[src/rtl/alu_rvs.sv]
`default_nettype none
// ============================================================================
// Module  : alu_rvs
// Brief   : ALU reservation station with CDB wakeup and dispatch bypass,
//           lowest-index issue selection.
// Revision: 1.0
// ============================================================================
module alu_rvs #(
  parameter int DEPTH = 4,
  parameter int TAG_W = 4
) (
  input  logic             clk,
  input  logic             rst,
  input  logic             flush_i,
  input  logic             disp_req_i,
  output logic             disp_rdy_o,
  input  logic [3:0]       disp_opc_i,
  input  logic [TAG_W-1:0] disp_tag_i,
  input  logic             disp_src1_vld_i,
  input  logic             disp_src2_vld_i,
  input  logic [TAG_W-1:0] disp_src1_tag_i,
  input  logic [TAG_W-1:0] disp_src2_tag_i,
  input  logic [31:0]      disp_src1_data_i,
  input  logic [31:0]      disp_src2_data_i,
  input  logic             cdb_vld_i,
  input  logic [TAG_W-1:0] cdb_tag_i,
  input  logic [31:0]      cdb_data_i,
  output logic             iss_req_o,
  input  logic             iss_rdy_i,
  output logic [3:0]       iss_opc_o,
  output logic [TAG_W-1:0] iss_tag_o,
  output logic [31:0]      iss_src1_o,
  output logic [31:0]      iss_src2_o
);

  logic [DEPTH-1:0] busy_q, busy_d;
  logic [DEPTH-1:0] s1v_q, s1v_d;
  logic [DEPTH-1:0] s2v_q, s2v_d;
  logic [3:0]       opc_q [DEPTH];
  logic [3:0]       opc_d [DEPTH];
  logic [TAG_W-1:0] tag_q [DEPTH];
  logic [TAG_W-1:0] tag_d [DEPTH];
  logic [TAG_W-1:0] s1t_q [DEPTH];
  logic [TAG_W-1:0] s1t_d [DEPTH];
  logic [TAG_W-1:0] s2t_q [DEPTH];
  logic [TAG_W-1:0] s2t_d [DEPTH];
  logic [31:0]      s1d_q [DEPTH];
  logic [31:0]      s1d_d [DEPTH];
  logic [31:0]      s2d_q [DEPTH];
  logic [31:0]      s2d_d [DEPTH];

  logic [DEPTH-1:0] ready;
  logic [DEPTH-1:0] alloc_oh;
  logic [DEPTH-1:0] iss_oh;
  logic             alloc_found;
  logic             iss_found;
  logic             disp_fire;
  logic             iss_fire;
  logic             byp1;
  logic             byp2;

  // Readiness uses registered operand state only, so a wakeup is visible next cycle.
  assign ready = busy_q & s1v_q & s2v_q;

  always_comb begin
    alloc_oh    = '0;
    iss_oh      = '0;
    alloc_found = 1'b0;
    iss_found   = 1'b0;
    for (int i = 0; i < DEPTH; i++) begin
      if (!busy_q[i] && !alloc_found) begin
        alloc_oh[i] = 1'b1;
        alloc_found = 1'b1;
      end
      if (ready[i] && !iss_found) begin
        iss_oh[i] = 1'b1;
        iss_found = 1'b1;
      end
    end
  end

  always_comb begin
    iss_opc_o  = '0;
    iss_tag_o  = '0;
    iss_src1_o = '0;
    iss_src2_o = '0;
    for (int i = 0; i < DEPTH; i++) begin
      if (iss_oh[i]) begin
        iss_opc_o  = opc_q[i];
        iss_tag_o  = tag_q[i];
        iss_src1_o = s1d_q[i];
        iss_src2_o = s2d_q[i];
      end
    end
  end

  assign iss_req_o  = |ready;
  assign disp_rdy_o = ~(&busy_q) & ~flush_i;
  assign disp_fire  = disp_req_i & disp_rdy_o;
  assign iss_fire   = iss_req_o & iss_rdy_i;
  assign byp1       = ~disp_src1_vld_i & cdb_vld_i & (cdb_tag_i == disp_src1_tag_i);
  assign byp2       = ~disp_src2_vld_i & cdb_vld_i & (cdb_tag_i == disp_src2_tag_i);

  always_comb begin
    busy_d = busy_q;
    s1v_d  = s1v_q;
    s2v_d  = s2v_q;
    opc_d  = opc_q;
    tag_d  = tag_q;
    s1t_d  = s1t_q;
    s2t_d  = s2t_q;
    s1d_d  = s1d_q;
    s2d_d  = s2d_q;
    for (int i = 0; i < DEPTH; i++) begin
      if (busy_q[i]) begin
        if (iss_fire && iss_oh[i]) begin
          busy_d[i] = 1'b0;
        end else begin
          if (!s1v_q[i] && cdb_vld_i && (cdb_tag_i == s1t_q[i])) begin
            s1v_d[i] = 1'b1;
            s1d_d[i] = cdb_data_i;
          end
          if (!s2v_q[i] && cdb_vld_i && (cdb_tag_i == s2t_q[i])) begin
            s2v_d[i] = 1'b1;
            s2d_d[i] = cdb_data_i;
          end
        end
      end else if (disp_fire && alloc_oh[i]) begin
        busy_d[i] = 1'b1;
        opc_d[i]  = disp_opc_i;
        tag_d[i]  = disp_tag_i;
        s1t_d[i]  = disp_src1_tag_i;
        s2t_d[i]  = disp_src2_tag_i;
        s1v_d[i]  = disp_src1_vld_i | byp1;
        s2v_d[i]  = disp_src2_vld_i | byp2;
        s1d_d[i]  = byp1 ? cdb_data_i : disp_src1_data_i;
        s2d_d[i]  = byp2 ? cdb_data_i : disp_src2_data_i;
      end
    end
    if (flush_i) begin
      busy_d = '0;
    end
  end

  always_ff @(posedge clk) begin
    if (rst) begin
      busy_q <= '0;
      s1v_q  <= '0;
      s2v_q  <= '0;
    end else begin
      busy_q <= busy_d;
      s1v_q  <= s1v_d;
      s2v_q  <= s2v_d;
      opc_q  <= opc_d;
      tag_q  <= tag_d;
      s1t_q  <= s1t_d;
      s2t_q  <= s2t_d;
      s1d_q  <= s1d_d;
      s2d_q  <= s2d_d;
    end
  end

endmodule
`default_nettype wire

[config.mk]
export PLATFORM = sky130hd
export DESIGN_NAME = alu_rvs
export DESIGN_NICKNAME = d
export VERILOG_FILES = /design/src/rtl/alu_rvs.sv
export SDC_FILE = /design/constraint.sdc
export NUM_CORES = 1
export LEC_CHECK = 0
export CAP_MARGIN = 25
export CORE_ASPECT_RATIO = 2
export CORE_UTILIZATION = 58
export CTS_BUF_LIST = sky130_fd_sc_hd__clkbuf_2 sky130_fd_sc_hd__clkbuf_4 sky130_fd_sc_hd__clkbuf_8
export DETAILED_ROUTE_END_ITERATION = 7
export MAX_ROUTING_LAYER = met4
export PLACE_DENSITY = 0.83
export REMOVE_ABC_BUFFERS = 1
export SLEW_MARGIN = 10
export SYNTH_ARGS = -nofsm -noshare
export SYNTH_HDL_FRONTEND = slang
export SYNTH_SLANG_ARGS = --single-unit
export TNS_END_PERCENT = 5
[constraint.sdc]
create_clock -name clk -period 4.5 [get_ports clk]
set_input_delay 0.45 -clock clk [delete_from_list [all_inputs] [get_ports clk]]
set_output_delay 0.45 -clock clk [all_outputs]
set_load 0.02 [all_outputs]
# Yosys cells after proc, flatten, opt, wreduce, memory -nomap -nowiden
# Index checks and enable logic that the tools add are counted.
[word_totals]
register_bits = 332
inputBits = 124
output_inout_bits = 74
wordCells = 254
[classes]
eq_ne = 22
n_mux = 106
n_bitwise = 20
reduce_logical = 73
[op_table]
columns = ["cell", "n"]
rows = [
  ["32-bit 2-to-1 mux", 42],
  ["1-bit 2-to-1 mux", 56],
  ["4-bit equality test", 10],
  ["3-bit AND reduction", 12],
  ["4-bit AND reduction", 9],
  ["4-bit 2-to-1 mux", 8],
  ["1-bit logical AND", 30],
  ["1-bit logical NOT", 16],
  ["2-bit by 1-bit inequality test with 1-bit output, second input constant", 8],
  ["1-bit NOT", 9],
  ["4-bit bitwise AND", 2],
  ["2-bit inequality test, second input constant", 4],
  ["2-bit nonzero test", 4],
  ["1-bit bitwise AND", 7],
  ["4-bit OR reduction", 1],
  ["1-bit bitwise OR", 2],
  ["2-bit OR reduction", 1],
]

# Depth between registers and ports, before layout
[depth]
word_depth = 15
mapped_depth = 7
ltp_nobuf = 4

# Worst setup path after synthesis
# Ideal clock, no wire load.
[synth_timing]
path_type = "input to register"
from = "in cdb_tag_i[2]"
to = "reg s1d_q[32] in the netlist's numbering (enable)"
t_arrival_ns = 3.585
required_time_ns = 4.030
slack_ns = 0.445
path_stages = 5
path_cell_list = "buf_4 -> xor2_1 -> nor3_1 -> nand4_1 -> a211oi_1"
[synth_between]
elab_chain_len = 4
[synth_lines]
columns = ["item", "line", "rtl"]
rows = [
  ["from (decl)", "26", "input logic [TAG_W-1:0] cdb_tag_i,"],
  ["4-bit equality test", "119", "if (!s1v_q[i] && cdb_vld_i && (cdb_tag_i == s1t_q[i])) begin"],
  ["1-bit logical AND", "119", ""],
  ["2-bit by 1-bit inequality test with 1-bit output (no line)", "n/a", ""],
  ["4-bit AND reduction (no line)", "n/a", ""],
  ["to (signal assigned)", "158", "s1d_q <= s1d_d;"],
  ["to (decl)", "47", "logic [31:0] s1d_q [DEPTH];"],
]
# Every way passes these cells.
# A chain may end at the register's enable or synchronous reset.

# Final worst setup path
[layout_timing]
from = "reg busy_q[1]"
to = "out iss_src2_o[11]"
[layout_between]
elab_chain_len = 11
elab_cells_between_ends = 15
[layout_lines]
columns = ["item", "line", "rtl"]
rows = [
  ["from (decl)", "36", "logic [DEPTH-1:0] busy_q, busy_d;"],
  ["from (signal assigned)", "151", "busy_q <= busy_d;"],
  ["4-bit bitwise AND (*) (2 in a row)", "63", "assign ready = busy_q & s1v_q & s2v_q;"],
  ["1-bit logical AND (*)", "75", "if (ready[i] && !iss_found) begin"],
  ["1-bit 2-to-1 mux", "75", ""],
  ["1-bit logical NOT", "75", ""],
  ["1-bit logical AND", "75", ""],
  ["1-bit 2-to-1 mux", "75", ""],
  ["1-bit logical NOT", "75", ""],
  ["1-bit logical AND", "75", ""],
  ["1-bit 2-to-1 mux", "75", ""],
  ["32-bit 2-to-1 mux (*)", "88", "if (iss_oh[i]) begin"],
  ["to (decl)", "33", "output logic [31:0] iss_src2_o"],
]
# Every way passes the cells marked *; elsewhere a longest branch is shown, timed or not.

==> key figures <==
Clocking
  • CTS H-Tree Depth: 2
  • Clock transition at the registers of the reported paths: 60 ps
  • Clock root buffer: clkbuf_8
  • Longest Clk Path Bufs: 3
  • Post-CTS Hold Buffers: 0
  • CTS Sinks: between 300 and 400
  • Worst skew pair latency: slightly below 600 ps
  • Num CTS Buffers: between 40 and 50
  • CTS tree: yes
  • Post-CTS setup repair buffer count: 0
  • Gates resized, CTS repair: 0

Pwr
  • Power share of the combinational group: 8.3%
  • Cell Pwr Density: 319.7 nW/um^2
  • Sw frac: 21.65%
  • Max IR drop VDD: 0.2801 mV
  • Total chip power: about 6.1 mW
  • Clock power frac: 35.5%
  • Pint: 4.800 mW
  • Pleak: 6.286 nW
  • Switching power: 1.326 mW
  • Sequential power share: 56.2%

Worst hold path
  • Hold path depth: 1
  • HP Class: input port to flip-flop
  • Hold_sp: disp_opc_i[2]
  • Hold Path Sink: opc_q[10]

Worst setup path
  • CP endpoint kind: output pin
  • Critical path depth in cells: 5
  • CP max-delay cell: and3_4
  • Worst Setup Start Kind: flip-flop
  • R2R Setup Slk: around 1600 ps
  • CP peak stage delay: around 750 ps
  • Max FO, Critical Path: 52
  • CP top delay family: buffers and inverters
  • RR Endpoint: s1d_q[0]
  • WS Path Type: flip-flop to output pin
  • RR Startpoint: busy_q[1]
  • Critical path cell sequence: and3_4, buf_4, a221oi_1, o21ai_0, clkdlybuf4s50_1
  • WP data arrival: around 3800 ps
  • Required @ worst endpoint: 4050 ps
  • R2R cell count: 5
  • Worst Path Buf+Inv: 2

Flow run
  • Max-cap viol count: 0

Synthesis
  • Largest family of logic cells by synthesized area: multiplexers
  • Synth Flop Type: edfxtp_1
  • Synth area leader: edfxtp_1
  • Top cells by area, synth: edfxtp_1, mux2_2, a221oi_1
  • Post-Synth XOR/XNOR Area: under 10%
  • Top-count cell post-synth: edfxtp_1
  • Post-synth EDFFs: between 300 and 400
  • Post-synth ARST share: 0%
  • Simple-Gate Fraction of Synth Area: 5.470%
  • Sequential fraction of the synthesis area: 61.86%
  • Mux share of post-synthesis cell area: 18.62%
  • Synth cell count leaders: edfxtp_1, mux2_2, nor2_1
  • Compound-Gate Fraction of Synth Area: 8.566%
  • Post-synthesis adder-cell area fraction: 0%
  • FF+latch count, synth: 332
  • Syn avg cell area: 14.46 sq um
  • Syn Inst Count: 1101
  • Synth warn: 0
  • Synthesized area: 15920 sq um
  • Netlist cell types: 44
  • Share of the synthesized area in the top cell type: 60.35%

Placed design
  • Dpl cells: 1607
  • Input/output buffers: 197
  • GPL Wtd Cong: 0.9069
  • Dpl ws: 916.4 ps
  • Dpl hpwl: between 20 and 30 mm

STA
  • Final min period: 4266 ps
  • Max Fclk: 0.2344 GHz
  • Max-slew violation count: 0
  • Final hold vios: 0
  • Worst Max-Slew Pin Slew: 956.7 ps
  • Max_slew headroom: 35.92%
  • Setup slack after layout: 234.2 ps
  • RSZ-0062 raised after global routing: no
  • Final number of setup-violating endpoints: 0
  • Final Cycle Share: 94.80%
  • Clk_skew: 26.15 ps

Detailed routing
  • Avg Vias per Cell: 6.302
  • WL/cell: 24.22 microns
  • Drt drc: 0
  • Vias post-DR: 10610
  • WL final: 40.79 mm
  • Antenna Nets Post-Route: 0
  • Iter 0 DRT Violations: 850
  • Pre-antenna DRT Iters: 5

Floorplan
  • Rows: 85
  • IO Pins: 198
  • Die width: 119.2 microns
  • Core area: 26910 sq um
  • Chip height: 236.3 microns
  • Total die area: roughly 28000 sq um
  • Initial Utilization: 59.17%

Layout
  • Final Non-Filler Cells: 1684
  • Nets: 1431
  • Layout area overhead: 20.38%
  • Layout cells sized above 1: 29.14%

Global route
  • Number of global-route vias before repair: approximately 11000
  • All-layer global routing usage: 29.72%
  • Largest net degree at the start of global routing: 55
  • Initial antenna violation count: 1
  • First-pass GRT wire length: 60.94 mm
  • GRT overflow: 0

Status
  • Status: finished clean
-- cells by family after synthesis --
logic type                Yosys count
DFF                               332
muxes                             257
and+or+nand+nor                   196
AOI/OAI and AO/OA                 191
buffers and inverters              88
xor gates and xnor gates           37
-- registers in the layout, summed over array words and instances (netlist names) --
signal,flops
opc_q,16
s2v_q,4
tag_q,16
s2t_q,16
s1v_q,4
s1t_q,16
s2d_q,128
busy_q,4
s1d_q,128
-- layout by cell type, fill, tap and decap left out, drive strengths merged, types with 2 or more instances in the layout --
master           n
o21ai           72
nand4            4
a211oi           9
mux2           256
edfxtp         320
clkbuf          64
nand2b           4
dfxtp           12
a2111oi          6
nor2            77
and3             3
nand2           76
a221oi          74
clkinv          10
clkdlybuf4s50  197
nand3            4
buf             38
nor3b            2
nor3            16
nor2b            3
a31oi            3
xnor2            8
inv             12
a21oi           19
xor2            29
a311oi           6
-- how the worst max path moves through the flow --
stage	start	endpoint
detailed placement	busy_q[1]	iss_src2_o[30]
global placement	busy_q[1]	iss_src2_o[30]
floorplan	busy_q[1]	iss_opc_o[3]
CTS	busy_q[1]	iss_src2_o[30]
finish	busy_q[1]	iss_src2_o[11]
global route	busy_q[1]	iss_src2_o[11]
-- layout make-up --
cell class / count / area, sq um
Timing Repair Buffer: 235 / 2302
Clock inverter: 11 / 46.29
Inverter: 12 / 45.04
Tap cell: 348 / 435.4
Clock buffer: 64 / 774.5
Sequential cell: 332 / 9849
Antenna cell: 1 / 2.502
Fill cell: 1795 / 7741
Multi-Input combinational cell: 681 / 5710
-- worst register-to-register path: cells and delay by family (launching register included) --
family	cells	cell delay [ps]
AND/OR/NAND/NOR	2	740
flip-flops	1	660
buffers and inverters	2	590
AO/OA/AOI/OAI	1	550
-- routing by layer --
metal  global-route usage, %  share of wire [%]  up-vias
met5                       -                  0        -
met2                   51.55                 54      501
li1                        -                  -     4695
met4                   15.80                4.4        0
met3                   4.981                6.3      109
met1                   32.17                 35     5308
-- power groups by stage --
| stage | clock [mW] | combinational [mW] | sequential [mW] |
|---|---|---|---|
| after floorplan | 0 | 0.238 | 3.51 |
| after global placement | 0 | 0.482 | 3.51 |
| after detailed placement | 0 | 0.496 | 3.51 |
| after CTS | 2.20 | 0.500 | 3.45 |
| after global routing | 2.31 | 0.534 | 3.45 |
| final | 2.17 | 0.507 | 3.45 |
-- stage by stage --
step	hold slack (ps)	TNS [ps]	cell area, sq um	utilization [%]
finish	514.5	0	19170	71.23
global route	511.7	0	19170	71.23
CTS	491.7	0	19140	71.12
detailed placement	510.1	0	18320	68.07
global placement	499.0	0	18320	68.07
floorplan	458.0	-40900	15420	-
Power figures use the tool's default switching activity.
